`src/rtl/hilbert_spec_framer_if.sv`:
```
// hilbert_spec_framer_if
//   Bundles the spectrum stream coming out of the forward FFT and the framed
//   stream going to the inverse FFT.
//   Signals:
//     ED      upstream enable; the input side acts only when ED=1
//     RDY_I   high on the ED cycle carrying bin k=0
//     DIR/DII input real/imag, signed, IN_BITS wide
//     ED_O    downstream enable; the output side acts only when ED_O=1
//     START_O high while the registered output is bin 0 of a frame
//     VAL_O   registered output sample valid
//     DOR/DOI output real/imag, signed, IN_BITS+1 wide
//     OVF     sticky flag: a whole frame was dropped because both banks were full
//   Modports: slave = the framer itself, master = whoever drives the input
//   side and consumes the output side.
interface hilbert_spec_framer_if #(
  parameter int IN_BITS = 36
);
  localparam int OUT_BITS = IN_BITS + 1;

  logic                       ED;
  logic                       RDY_I;
  logic signed [IN_BITS-1:0]  DIR;
  logic signed [IN_BITS-1:0]  DII;
  logic                       ED_O;
  logic                       START_O;
  logic                       VAL_O;
  logic signed [OUT_BITS-1:0] DOR;
  logic signed [OUT_BITS-1:0] DOI;
  logic                       OVF;

  modport slave (
    input  ED, RDY_I, DIR, DII, ED_O,
    output START_O, VAL_O, DOR, DOI, OVF
  );

  modport master (
    output ED, RDY_I, DIR, DII, ED_O,
    input  START_O, VAL_O, DOR, DOI, OVF
  );
endinterface

```
`src/rtl/hilbert_spec_framer.sv`:
```
// hilbert_spec_framer
//   Receiving end of the fft16 output stream in the Hilbert path. Each
//   16-bin spectrum (natural order) is masked to its analytic-signal form
//   while being written into one of two ping-pong banks, then replayed as a
//   START-framed stream towards the inverse FFT, which runs on ED_O.
//   Ports:
//     CLK  clock, all logic on the rising edge
//     RST  synchronous, active-high reset
//     bus  hilbert_spec_framer_if.slave (ED/RDY_I/DIR/DII in,
//          ED_O in, START_O/VAL_O/DOR/DOI/OVF out)
//   Parameters:
//     IN_BITS  width of each input real/imag sample
//     MASK_EN  1 = apply the Hilbert mask, 0 = sign-extend only
module hilbert_spec_framer #(
  parameter int IN_BITS = 36,
  parameter bit MASK_EN = 1'b1
) (
  input  logic                 CLK,
  input  logic                 RST,
  hilbert_spec_framer_if.slave bus
);
  localparam int OUT_BITS  = IN_BITS + 1;
  localparam int WORD_BITS = 2 * OUT_BITS;

  typedef enum logic [1:0] {W_IDLE, W_FILL, W_DROP} w_state_t;
  typedef enum logic       {R_IDLE, R_PLAY}         r_state_t;

  w_state_t w_state_reg, w_state_next;
  r_state_t r_state_reg, r_state_next;
  logic [3:0] wcnt_reg, wcnt_next;
  logic [3:0] rcnt_reg, rcnt_next;
  logic       wbank_reg, wbank_next;
  logic       rbank_reg, rbank_next;
  logic [1:0] full_reg, full_next;
  logic       ovf_reg, ovf_next;

  // write-side controls
  logic       we;
  logic [3:0] waddr;
  logic       set_full;
  logic [OUT_BITS-1:0] wr_re, wr_im;

  // read-side controls
  logic       rd_load;
  logic       rd_zero;
  logic [3:0] raddr;
  logic       start_next;
  logic       clr_full;

  // two banks of 16 words; bank select is the address MSB
  logic [WORD_BITS-1:0] mem [0:31];

  // Analytic-signal mask: keep DC and Nyquist, double positive
  // frequencies, zero negative frequencies. Doubling is a plain shift
  // because the output is one bit wider than the input.
  function automatic logic [OUT_BITS-1:0] mask_bin(
    input logic [3:0]         k,
    input logic [IN_BITS-1:0] x
  );
    logic [OUT_BITS-1:0] res;
    res = {x[IN_BITS-1], x};
    if (MASK_EN) begin
      if (k == 4'd0 || k == 4'd8) begin
        res = {x[IN_BITS-1], x};
      end else if (k < 4'd8) begin
        res = {x, 1'b0};
      end else begin
        res = '0;
      end
    end
    return res;
  endfunction

  assign wr_re = mask_bin(waddr, bus.DIR);
  assign wr_im = mask_bin(waddr, bus.DII);

  // ---------------- write FSM ----------------
  always_comb begin
    w_state_next = w_state_reg;
    wcnt_next    = wcnt_reg;
    wbank_next   = wbank_reg;
    ovf_next     = ovf_reg;
    we           = 1'b0;
    waddr        = wcnt_reg;
    set_full     = 1'b0;
    if (bus.ED) begin
      if (bus.RDY_I) begin
        // bin 0 from any state: a frame in progress is abandoned and the
        // current bank is reused, so no separate restart path is needed
        waddr     = 4'd0;
        wcnt_next = 4'd1;
        if (full_reg[wbank_reg]) begin
          ovf_next     = 1'b1;
          w_state_next = W_DROP;
        end else begin
          we           = 1'b1;
          w_state_next = W_FILL;
        end
      end else begin
        case (w_state_reg)
          W_FILL: begin
            we        = 1'b1;
            wcnt_next = wcnt_reg + 4'd1;
            if (wcnt_reg == 4'd15) begin
              set_full     = 1'b1;
              wbank_next   = ~wbank_reg;
              w_state_next = W_IDLE;
            end
          end
          W_DROP: begin
            wcnt_next = wcnt_reg + 4'd1;
            if (wcnt_reg == 4'd15) begin
              w_state_next = W_IDLE;
            end
          end
          default: begin
          end
        endcase
      end
    end
  end

  // ---------------- read FSM ----------------
  always_comb begin
    r_state_next = r_state_reg;
    rcnt_next    = rcnt_reg;
    rbank_next   = rbank_reg;
    rd_load      = 1'b0;
    rd_zero      = 1'b0;
    raddr        = rcnt_reg;
    start_next   = 1'b0;
    clr_full     = 1'b0;
    if (bus.ED_O) begin
      case (r_state_reg)
        R_IDLE: begin
          if (full_reg[rbank_reg]) begin
            rd_load      = 1'b1;
            raddr        = 4'd0;
            start_next   = 1'b1;
            rcnt_next    = 4'd1;
            r_state_next = R_PLAY;
          end else begin
            rd_zero = 1'b1;
          end
        end
        default: begin
          rd_load   = 1'b1;
          rcnt_next = rcnt_reg + 4'd1;
          if (rcnt_reg == 4'd15) begin
            clr_full     = 1'b1;
            rbank_next   = ~rbank_reg;
            r_state_next = R_IDLE;
          end
        end
      endcase
    end
  end

  // Per-bank full flags. Writer and reader never target the same bank in
  // one cycle (writing needs empty, reading needs full), so set and clear
  // cannot collide; each flag change becomes visible the next cycle.
  for (genvar gi = 0; gi < 2; gi++) begin : g_full
    assign full_next[gi] = (set_full && wbank_reg == 1'(gi)) ? 1'b1 :
                           (clr_full && rbank_reg == 1'(gi)) ? 1'b0 :
                           full_reg[gi];
  end

  // ---------------- state registers ----------------
  always_ff @(posedge CLK) begin
    if (RST) begin
      w_state_reg <= W_IDLE;
      r_state_reg <= R_IDLE;
      wcnt_reg    <= 4'd0;
      rcnt_reg    <= 4'd0;
      wbank_reg   <= 1'b0;
      rbank_reg   <= 1'b0;
      full_reg    <= 2'b00;
      ovf_reg     <= 1'b0;
    end else begin
      w_state_reg <= w_state_next;
      r_state_reg <= r_state_next;
      wcnt_reg    <= wcnt_next;
      rcnt_reg    <= rcnt_next;
      wbank_reg   <= wbank_next;
      rbank_reg   <= rbank_next;
      full_reg    <= full_next;
      ovf_reg     <= ovf_next;
    end
  end

  // sample store, no reset: contents are only trusted behind a full flag
  always_ff @(posedge CLK) begin
    if (we) begin
      mem[{wbank_reg, waddr}] <= {wr_re, wr_im};
    end
  end

  // output register doubles as the registered RAM read
  always_ff @(posedge CLK) begin
    if (RST) begin
      bus.START_O <= 1'b0;
      bus.VAL_O   <= 1'b0;
      bus.DOR     <= '0;
      bus.DOI     <= '0;
    end else if (rd_load) begin
      {bus.DOR, bus.DOI} <= mem[{rbank_reg, raddr}];
      bus.START_O        <= start_next;
      bus.VAL_O          <= 1'b1;
    end else if (rd_zero) begin
      bus.START_O <= 1'b0;
      bus.VAL_O   <= 1'b0;
      bus.DOR     <= '0;
      bus.DOI     <= '0;
    end
  end

  assign bus.OVF = ovf_reg;
endmodule

```
`src/flat_wrapper.sv`:
```
// flat-port wrapper written by rule: the top's interface ports become plain ports
module hilbert_spec_framer_flat 
#(
  parameter int IN_BITS = 36,
  parameter bit MASK_EN = 1'b1
)
  (CLK, RST, bus_ED, bus_RDY_I, bus_DIR, bus_DII, bus_ED_O, bus_START_O, bus_VAL_O, bus_DOR, bus_DOI, bus_OVF);
  hilbert_spec_framer_if #(.IN_BITS(IN_BITS)) bus_i ();
  input  logic CLK;
  input  logic RST;
  input wire logic [$bits(bus_i.ED)-1:0] bus_ED;
  input wire logic [$bits(bus_i.RDY_I)-1:0] bus_RDY_I;
  input wire logic [$bits(bus_i.DIR)-1:0] bus_DIR;
  input wire logic [$bits(bus_i.DII)-1:0] bus_DII;
  input wire logic [$bits(bus_i.ED_O)-1:0] bus_ED_O;
  output wire logic [$bits(bus_i.START_O)-1:0] bus_START_O;
  output wire logic [$bits(bus_i.VAL_O)-1:0] bus_VAL_O;
  output wire logic [$bits(bus_i.DOR)-1:0] bus_DOR;
  output wire logic [$bits(bus_i.DOI)-1:0] bus_DOI;
  output wire logic [$bits(bus_i.OVF)-1:0] bus_OVF;
  assign bus_i.ED = bus_ED;
  assign bus_i.RDY_I = bus_RDY_I;
  assign bus_i.DIR = bus_DIR;
  assign bus_i.DII = bus_DII;
  assign bus_i.ED_O = bus_ED_O;
  assign bus_START_O = bus_i.START_O;
  assign bus_VAL_O = bus_i.VAL_O;
  assign bus_DOR = bus_i.DOR;
  assign bus_DOI = bus_i.DOI;
  assign bus_OVF = bus_i.OVF;
  hilbert_spec_framer #(.IN_BITS(IN_BITS), .MASK_EN(MASK_EN)) u_core (.CLK(CLK), .RST(RST), .bus(bus_i));
endmodule
```
`config.mk`:
```
export PLATFORM = sky130hd
export DESIGN_NAME = hilbert_spec_framer_flat
export DESIGN_NICKNAME = d
export VERILOG_FILES = /design/src/rtl/hilbert_spec_framer_if.sv /design/src/rtl/hilbert_spec_framer.sv /design/src/flat_wrapper.sv
export SDC_FILE = /design/constraint.sdc
export NUM_CORES = 2
export LEC_CHECK = 0
export BUFFER_PORTS_ARGS = -buffer_cell sky130_fd_sc_hd__buf_2
export CAP_MARGIN = 10
export CELL_PAD_IN_SITES_DETAIL_PLACEMENT = 1
export CELL_PAD_IN_SITES_GLOBAL_PLACEMENT = 1
export CORE_ASPECT_RATIO = 0.9
export CORE_UTILIZATION = 40
export DETAILED_ROUTE_END_ITERATION = 6
export PLACE_DENSITY_LB_ADDON = 0.3
export RECOVER_POWER = 100
export SLEW_MARGIN = 0
export SYNTH_ARGS = -nofsm -noshare
export SYNTH_HDL_FRONTEND = slang
export SYNTH_SLANG_ARGS = --single-unit
export TNS_END_PERCENT = 10
```
`constraint.sdc`:
```
create_clock -name CLK -period 6.1 [get_ports CLK]
set_input_delay 0.305 -clock CLK [delete_from_list [all_inputs] [get_ports CLK]]
set_output_delay 0.305 -clock CLK [all_outputs]
set_load 0.03 [all_outputs]
```
==> key figures <==
Clock tree
  • Clock-pin slew of the registers on the worst-case setup and hold paths: 0.06 ns
  • TritonCTS Buffers: 248
  • Root Driver: clkbuf_16
  • Clock Path Buffers: 4
  • CTS tree: yes
  • Clk Latency, worst-skew pair: 0.94 ns
  • H-Tree Level Count: 4
  • CTS sink cnt: 2460
  • Post-CTS resize count: 0

Run
  • Max cap viols: approximately 110

Global routing
  • Grt ovf: 0
  • First-pass GRT wire length: 472200 um
  • Largest net degree at the start of global routing: 128
  • Antenna violations before repair: 10
  • GR Util All Layers: 26.36%
  • Number of global-route vias before repair: 62780

Power
  • Pwr dens: 309.0 nW/um^2
  • Clock power frac: 43.2%
  • Internal power: 27.37 mW
  • Seq pwr share: roughly 54%
  • LEAKAGE: 35.01 nW
  • VDD IR max: 0.2793 mV
  • P_sw: about 7.4 mW
  • Pwr Total: 34.72 mW
  • Comb power frac: 2.5%
  • Switch share: a little over a fifth

Die
  • Initial core utilization: 40.33%
  • Chip Height: 475.8 um
  • Row count: 173
  • Die Wd: 528.5 um
  • Die footprint: 251400 um^2
  • I/O pins: 154
  • Core area: 247400 um^2

Layout
  • Fillers: 23680
  • Area growth, synth to finish: 12.60%
  • Finished Layout Cells: 9755
  • Post-layout nets: 6298
  • Final instance area: 112300 um^2
  • Biggest regs: u_core.mem: 2368 flops, u_core.bus.DOI: 37 flops, u_core.bus.DOR: 37 flops
  • Largest register by flop count: u_core.mem
  • Proportion of layout cells with a drive suffix above 1: 14.85%
  • Max reg flops: about 2400
  • Final Util: 45.41%

Placement
  • DP Wirelength: 178100 um
  • Pre-CTS WS: roughly 2.2 ns
  • DP Area: 105300 um^2
  • Cell total after placement: 9275
  • Number of port buffers: 153
  • RD Place Congestion: 0.8114

Min path
  • Worst Hold Class: input port to flip-flop

STA
  • Final-report hold violation count: 0
  • Fin crit share: 83.65%
  • Final WS setup: 0.9976 ns
  • Worst slew pin tran: 3.583 ns
  • Final setup vio count: 0
  • Slew Limit Fails: approximately 3300
  • RSZ-0062 raised after global routing: false
  • Total negative slack: 0 ns
  • Max-Slew Margin vs Limit: -138.9%
  • Fin crit period: 5.102 ns
  • Worst Clk Skew: 0.05900 ns
  • WHS: 0.05412 ns
  • Fmax: 0.1960 GHz

Routing
  • Detailed Route WL: 336900 um
  • Via-per-instance ratio: around 6.3
  • Via Count: roughly 61000
  • Starting DRT DRC Count: 7710
  • DRT Pass-1 Iters: 6
  • Avg WL per Cell: 34.54 um
  • Remaining antenna violation count after routing: 0
  • # DRC: 0

Logic synthesis
  • Yosys warning total: 0
  • Yosys reg bits: about 2500
  • Asr flop ratio synth: 0%
  • Syn_nets: 6148
  • Synth cell types: 59
  • Post-synthesis sequential area ratio: between 70% and 80%
  • Post-Syn Area per Cell: 16.44 um^2
  • EDFF count, synth: 2368
  • Gate Count Post-Synth: 6068
  • Post-synthesis cell area: approximately 100000 um^2
  • Top_reg_cell synth: edfxtp_1

Critical path
  • Setup CP Type: input port to flip-flop
  • Crit end category: flip-flop
  • Crit Path Max Fanout: 22
  • Critical Path RT: 6.63 ns
  • Setup crit start kind: input port
  • Worst EP arrival: 5.63 ns

Run status
  • Status: complete, but fails checks
  • Violated checks: max-capacitance violations, max-slew violations
[synth_stat cells, drive strengths merged, types with 4 or more instances]
library cell  number  area (um^2)
mux4             187         4212
nand2            221        837.1
o221a             34        382.9
o221ai           262         2295
a21boi            37        289.0
nor2b             42        262.8
a31oi            114        713.2
nand3b             5        37.54
buf              212         1150
mux2i            333         3346
nand2b           154        963.4
and3               4        25.02
o22ai            182         1139
inv               81        304.0
mux2             223         2515
clkbuf           249        935.9
o211ai           103        773.2
a211oi            80        605.6
dfxtp             92         1842
nand4             78        488.0
edfxtp          2368        71110
a22o              73        639.4
nor2             203        769.5
a21oi            345         1727
nand3             10        50.05
or3               40        250.2
and4              35        306.5
o21ai            230         1155
and4b             39        390.4
[power groups by stage]
stage / clock [mW] / combinational, mW / sequential [mW]
6_report: 15.0 / 0.875 / 18.8
5_1_grt: 15.7 / 0.916 / 18.8
4_1_cts: 15.2 / 0.920 / 18.8
3_5_place_dp: 0 / 0.914 / 19.2
3_3_place_gp: 0 / 0.865 / 19.2
2_1_floorplan: 0 / 0.382 / 19.2
[cell type report]
| cell class | instances | area, um^2 | share of cell area [%] |
|---|---|---|---|
| clock buffers | 345 | 6793 | 6.046 |
| repair buffers | 361 | 2352 | 2.094 |
| diodes | 4 | 10.01 | 0.008909 |
| inverters | 81 | 309.0 | 0.2751 |
| well taps | 3325 | 4160 | 3.703 |
| multi-input cells | 3066 | 24730 | 22.01 |
| flip-flops and latches | 2460 | 72960 | 64.94 |
| clock inverters | 113 | 1036 | 0.9221 |
[worst max-delay path: stages]
cell	delay, ns
dlygate4sd3_1	0.63
clkbuf_1	0.33
nor2b_1	0.41
and2_0	0.28
nand3_1	0.41
nor2_1	2.44
buf_4	0.79
[path summary, 6_finish.rpt]
kind,start,to,slack (ns),cells past startpoint
hold reg to reg,u_core.w_state_reg[1],u_core.w_state_reg[1],0.50,2
setup reg to reg,u_core.rbank_reg,u_core.bus.DOR[32],1.25,6
setup / recovery,bus_ED,u_core.mem[15][65],1.0,7
hold / removal,bus_DII[35],u_core.mem[20][36],0.05,2
[cell usage in the layout (no fill, tap or decap), types with 18 or more instances in the layout]
cell type  Yosys  layout
mux2_2       162     162
clkbuf_1     248     237
a211oi_1      79      79
edfxtp_1    2368    2368
clkinv_1       0      45
mux2i_1      332     332
buf_2        148      73
buf_12         0      34
a22o_1        73      73
and4b_1       39      39
clkbuf_8       0      18
nand4_1       78      78
buf_4         19      63
nand2b_1     154     152
clkbuf_16      0     250
a21boi_0      34      34
mux2_1        60      61
o22ai_1      182     182
dfxtp_1       92      89
nor2b_1       42      42
inv_1         81      80
clkinv_2       0      35
a31oi_1      114     114
o221a_2       34      34
mux4_2       187     187
a21oi_1      345     343
or3_1         40      40
o221ai_1     262     262
o21ai_0      227     214
o211ai_1     103     103
and4_1        35      35
nand2_1      220     217
nor2_1       202     190
[per-layer routing]
layer | routed length, um | up-vias | GRT usage [%]
li1 | - | 24880 | -
met1 | 139000 | 32670 | 36.39
met2 | 156500 | 3061 | 42.39
met3 | 27430 | 653 | 4.041
met4 | 14000 | 0 | 9.270
met5 | 0 | - | 0
[logic make-up (layout without fill, tap and decap cells)]
kind of cell	Yosys count	count (layout)	share of synthesized area, %
AO/OA/AOI/OAI	1475	1475	9.864
XOR/XNOR	3	3	0.02634
adder cells (fa/ha/maj)	3	3	0.03763
buffers and inverters	542	900	2.395
flip-flops	2460	2460	73.12
multiplexers	743	743	10.10
other	0	4	0
AND/OR/NAND/NOR	842	842	4.466
[repair_timing]
action / 4_1_cts / 5_1_grt
hold buffers: 7 / 6
hold endpoints to repair: 26 / 17
buffers inserted: 0 / 0
Power figures use the tool's default switching activity.
